==> config.mk <==
export PLATFORM = sky130hd
export DESIGN_NAME = mac_crc_stream
export DESIGN_NICKNAME = d
export VERILOG_FILES = /design/src/rtl/mac_crc_stream.sv
export SDC_FILE = /design/constraint.sdc
export NUM_CORES = 1
export LEC_CHECK = 0
export CAP_MARGIN = 10
export CORE_ASPECT_RATIO = 0.8
export CORE_MARGIN = 5
export CORE_UTILIZATION = 45
export CTS_CLUSTER_DIAMETER = 150
export DETAILED_ROUTE_END_ITERATION = 12
export HOLD_SLACK_MARGIN = 0.08
export PLACE_DENSITY_LB_ADDON = 0.05
export SKIP_LAST_GASP = 1
export SYNTH_ARGS = -nofsm -noshare
export SYNTH_HDL_FRONTEND = slang
export SYNTH_SLANG_ARGS = --single-unit
==> constraint.sdc <==
create_clock -name i_clk -period 10 [get_ports i_clk]
set_input_delay 1.5 -clock i_clk [delete_from_list [all_inputs] [get_ports i_clk]]
set_output_delay 1.5 -clock i_clk [all_outputs]
set_load 0.03 [all_outputs]
==> src/rtl/mac_crc_stream.sv <==
// mac_crc_stream
//   Frame-aware streaming CRC engine for the MAC datapath. Each beat carries
//   up to N_LANES bytes. A beat is folded into the running CRC register in a
//   single cycle: lanes are taken in ascending order and only where keep=1.
//   The engine tracks SOF/EOF. The cycle after an EOF beat it reports the
//   final CRC, the FCS residue check and a saturating byte count. The same
//   instance serves TX (FCS generate, o_crc) and RX (FCS check, o_fcs_ok).
//
// Ports
//   i_clk     clock
//   i_reset   synchronous, active-high reset
//   i_clk_en  global stall; 0 = hold all state, ignore inputs
//   i_valid   beat valid
//   i_sof     first beat of frame (qualified by i_valid)
//   i_eof     last beat of frame (qualified by i_valid)
//   i_keep    lane enables, lane 0 = first byte on the wire
//   i_data    byte lanes, lane l in bits [8*l+7:8*l], each byte LSB-first
//   o_done    one-enabled-cycle pulse: o_crc/o_fcs_ok/o_len updated
//   o_crc     final register ^ XOR_OUT (TX FCS, LSB byte first)
//   o_fcs_ok  final register == RESIDUE
//   o_len     bytes in frame, saturating at all-ones
//   o_err     one-enabled-cycle pulse: protocol violation
//   o_busy    frame in progress
//
// State table
//   state | meaning
//   IDLE  | between frames; only an SOF beat is accepted
//   ACCUM | frame open; beats are folded until EOF

module mac_crc_stream #(
  parameter int          N_LANES = 8,
  parameter int          W_CRC   = 32,
  parameter logic [31:0] POLY    = 32'hEDB88320,
  parameter logic [31:0] INIT    = 32'hFFFFFFFF,
  parameter logic [31:0] XOR_OUT = 32'hFFFFFFFF,
  parameter logic [31:0] RESIDUE = 32'hDEBB20E3,
  parameter int          W_LEN   = 16
) (
  input  logic                   i_clk,
  input  logic                   i_reset,
  input  logic                   i_clk_en,
  input  logic                   i_valid,
  input  logic                   i_sof,
  input  logic                   i_eof,
  input  logic [N_LANES-1:0]     i_keep,
  input  logic [N_LANES*8-1:0]   i_data,
  output logic                   o_done,
  output logic [W_CRC-1:0]       o_crc,
  output logic                   o_fcs_ok,
  output logic [W_LEN-1:0]       o_len,
  output logic                   o_err,
  output logic                   o_busy
);

  localparam logic [W_CRC-1:0] POLY_W = POLY[W_CRC-1:0];
  localparam logic [W_CRC-1:0] INIT_W = INIT[W_CRC-1:0];
  localparam logic [W_CRC-1:0] XOR_W  = XOR_OUT[W_CRC-1:0];
  localparam logic [W_CRC-1:0] RES_W  = RESIDUE[W_CRC-1:0];

  typedef enum logic {IDLE, ACCUM} state_t;

  state_t             state;
  logic [W_CRC-1:0]   crc_q;
  logic [W_LEN-1:0]   len_q;

  logic [W_CRC-1:0]   fold_base;
  logic [W_CRC-1:0]   fold_out;
  logic [W_LEN-1:0]   len_base;
  logic [W_LEN-1:0]   len_next;
  logic [N_LANES-1:0] keep_inc;
  logic               keep_contig;
  logic               keep_full;
  logic               keep_bad;

  // Chained bit-serial reflected LFSR over all enabled lanes, unrolled into
  // one combinational cone. Shifting the data bit into the feedback term is
  // equivalent to XORing the whole byte into the low bits first.
  function automatic logic [W_CRC-1:0] crc_fold(
    input logic [W_CRC-1:0]     c_in,
    input logic [N_LANES*8-1:0] data,
    input logic [N_LANES-1:0]   keep
  );
    logic [W_CRC-1:0] c;
    logic             fb;
    c = c_in;
    for (int l = 0; l < N_LANES; l++) begin
      if (keep[l]) begin
        for (int b = 0; b < 8; b++) begin
          fb = c[0] ^ data[l*8+b];
          c  = (c >> 1) ^ (fb ? POLY_W : '0);
        end
      end
    end
    return c;
  endfunction

  function automatic logic [4:0] popcount(input logic [N_LANES-1:0] keep);
    logic [4:0] cnt;
    cnt = '0;
    for (int l = 0; l < N_LANES; l++) begin
      cnt = cnt + 5'(keep[l]);
    end
    return cnt;
  endfunction

  // Saturating add: the wide sum can never wrap, so any overflow shows up
  // as a value above the all-ones limit.
  function automatic logic [W_LEN-1:0] len_add(
    input logic [W_LEN-1:0] base,
    input logic [4:0]       n
  );
    logic [W_LEN+4:0] s;
    s = {5'd0, base} + {{W_LEN{1'b0}}, n};
    if (s > {5'd0, {W_LEN{1'b1}}}) begin
      return '1;
    end
    return s[W_LEN-1:0];
  endfunction

  // An SOF beat always restarts from INIT, including an SOF that aborts an
  // open frame.
  always_comb begin
    fold_base   = i_sof ? INIT_W : crc_q;
    len_base    = i_sof ? '0 : len_q;
    fold_out    = crc_fold(fold_base, i_data, i_keep);
    len_next    = len_add(len_base, popcount(i_keep));
    // keep is contiguous from lane 0 exactly when keep+1 shares no set bit
    // with keep (keep = 0 counts as contiguous).
    keep_inc    = i_keep + N_LANES'(1);
    keep_contig = ((i_keep & keep_inc) == '0);
    keep_full   = &i_keep;
    keep_bad    = i_eof ? !keep_contig : !keep_full;
  end

  always_ff @(posedge i_clk) begin
    if (i_reset) begin
      state    <= IDLE;
      crc_q    <= INIT_W;
      len_q    <= '0;
      o_done   <= 1'b0;
      o_err    <= 1'b0;
      o_crc    <= INIT_W ^ XOR_W;
      o_fcs_ok <= 1'b0;
      o_len    <= '0;
    end else if (i_clk_en) begin
      o_done <= 1'b0;
      o_err  <= 1'b0;
      if (i_valid) begin
        if (i_sof) begin
          crc_q <= fold_out;
          len_q <= len_next;
          o_err <= (state == ACCUM) | keep_bad;
          if (i_eof) begin
            o_done   <= 1'b1;
            o_crc    <= fold_out ^ XOR_W;
            o_fcs_ok <= (fold_out == RES_W);
            o_len    <= len_next;
            state    <= IDLE;
          end else begin
            state <= ACCUM;
          end
        end else if (state == ACCUM) begin
          crc_q <= fold_out;
          len_q <= len_next;
          o_err <= keep_bad;
          if (i_eof) begin
            o_done   <= 1'b1;
            o_crc    <= fold_out ^ XOR_W;
            o_fcs_ok <= (fold_out == RES_W);
            o_len    <= len_next;
            state    <= IDLE;
          end
        end else begin
          // Mid-frame beat with no frame open: dropped.
          o_err <= 1'b1;
        end
      end
    end
  end

  assign o_busy = (state == ACCUM);

endmodule
==> flow_summary.toml <==
[drt]
wl_per_cell_um = 21.1
drt-pass1-iter-count = 5
routed_wl_um = 70800
routed-via-count = 19100
drtIter0Drc = 1585
route.detailed.drc = 0
drt-vias-per-instance = 5.68
ant_nets = 0

[yosys]
synth.distinct_cells = 106
synth_top_area_share_pct = 14.1
yosysMostFrequentCell = "xnor2_1"
synth_edf_count = 0
synth_cells = 2145
yosys-top-cells-count = "282 x xnor2_1, 230 x nor2_1, 150 x nand2_1, 120 x a21oi_1, 110 x xor2_1"
netlist_area_um2 = 17500
synth_ff_type = "dfxtp_1"
synth.largest_area_cell = "xnor2_1"
syn_area_per_cell_um2 = 8.16
async_reset_ff_share_pct = 0
synth_nets = 2236
synth_area_leaders = "xnor2_1 14%, dfxtp_1 11%, xnor3_1 9.9%"
ys_seq_area_share_pct = 11.4
ys_ff_latch = 100
synth_warnings = 0

[final_layout]
syn_to_final_growth_pct = 52.1
finish.net_count = 2946
num_antenna_cells = 0
drive_gt1_share_pct = 39.2

[sta]
fin_tns_setup_ns = -0.120
skew_ns = 0.00892
drv_slew = 0
max_freq_ghz = 0.0988
slew_headroom_pct = 25.8
hold_viol = 0
post-route-period-util_pct = 101
worstMarginPinSlew_ns = 1.11
setup_viol = 1
fin_crit_ns = 10.12
fin_ws_ns = -0.120
rsz0062_at_grt = "yes"

[floorplan]
std_cell_rows = 64
die_w_um = 231
die_area_um2 = 43000
start_util_pct = 45.7
fp.dieH_um = 186
ios = 130
core_area_um2 = 38400

[place]
placement.io_buffers = 129
dp_hpwl_um = 55200
gp_congestion = 0.941

[setup_path]
worstPathRequired_ns = 10.26
slowest_delay_ns = 0.44
crit_type = "input port to register"
end_kind = "register"
crit_arrival_ns = 10.38
cp_max_fo = 8
slowest_stage = "xnor3_1"
startpoint_type = "input port"
ff2ff_path_depth = 37

[outcome]
status = "complete, but fails checks"
violations = "negative setup slack"

[global_route]
grt_pass1_wl_um = 105000
grt_pass1_vias = 18200
antenna_found_initial = 0
grt_busiest_layer = "met2"
overflow = 0
grt_max_degree = 69
use_met1_pct = 44.2
gr-usage-met3_pct = 4.38
use_met2_pct = 49.2
gr-usage-all-layers_pct = 30.6

[cts]
insertion_delay_ns = 0.35
cts_tree = "built"
cts.clk_slew.worst_paths_ns = 0.07
numCtsBuffers = 9
cts-root-buf = "clkbuf_16"
cts_buffer_depth = 2
clock_sinks = 100
htreeDepth = 3

[worst_hold_path]
worstHoldPathCells = 2
hold_class = "register to register"

[job]
max_cap_viol_count = 0
==> per-stage QoR <==
stage / cells / setup slack, ns / hold WS [ns] / utilization, % / cell area (um^2)
final: 3355 / -0.120 / 0.454 / 69.5 / 26600
after global routing: 3355 / -0.419 / 0.474 / 69.5 / 26600
after CTS: 3285 / -0.0798 / 0.458 / 64.8 / 24900
after detailed placement: 3220 / -1.35 / 0.449 / 61.0 / 23400
after global placement: 3220 / -1.29 / 0.449 / 61.0 / 23400
after floorplan: 2145 / 0.00271 / 0.440 / - / 17600
==> placed cells by master, fill, tap and decap left out, drive strengths merged, types with 79 or more instances in the layout <==
master	synthesis	layout
a21oi	125	125
nor2	235	235
buf	57	730
mux2i	85	85
xnor2	306	306
xor2	124	124
clkdlybuf4s50	0	110
nand2	152	152
dfxtp	100	100
xnor3	79	79
==> worst max-delay path, delay by kind of cell <==
kind	cells	cell delay, ns
compound gates	7	1.56
xor+xnor	13	3.80
buf+inv	10	1.46
mux	2	0.46
simple gates	6	1.56
==> sequential cells by signal, indices dropped and copies added, names as in the netlist <==
| register | count |
|---|---|
| crc_q | 32 |
| o_crc | 32 |
| len_q | 16 |
| o_len | 16 |
| o_busy | 1 |
| o_done | 1 |
| o_err | 1 |
| o_fcs_ok | 1 |
==> worst paths after layout <==
check | start | endpoint | slack [ns]
hold reg to reg | o_crc[13] | o_crc[13] | 0.45
hold / removal | o_crc[13] | o_crc[13] | 0.45
setup reg to reg | crc_q[0] | o_fcs_ok | 0.21
setup / recovery | i_sof | o_fcs_ok | -0.12
==> routing by layer <==
layer / routed length, um / share of wire (%) / vias to the layer above
li1: - / - / 9104
met2: 32700 / 46 / 538
met1: 32300 / 46 / 9317
met4: 1630 / 2.3 / 0
met3: 4170 / 5.9 / 92
met5: 0 / 0 / -
==> repair_timing <==
action                                 in CTS  in global routing
pin swaps                                  87                117
setup endpoints to repair                  59                 57
cloned                                      0                  0
setup buffers                              49                 75
hold buffers                                0                  0
gates resized for setup                   159                239
endpoints found under the hold margin       0                  0
==> area by class of cell <==
cell class	instances	area, um^2
clock buffer	10	229
clock inverter	6	46.3
fill	3089	11700
inverter	34	131
multi-input combinational	1864	16700
sequential	100	2000
tap	495	619
timing repair buffer	846	6880
==> cells by family (layout without fill, tap and decap cells) <==
logic type,after synthesis,in the layout,synth area share (%)
compound gates,508,508,20.9
xor+xnor,521,521,35.4
fa+ha+maj,13,13,1.14
buf+inv,181,896,4.44
flops,100,100,11.4
mux,106,106,6.37
simple gates,716,716,20.3
Power is left out: the tool's default activity adds up to more than one toggle a clock period on the data nets, which glitch-free logic cannot reach.
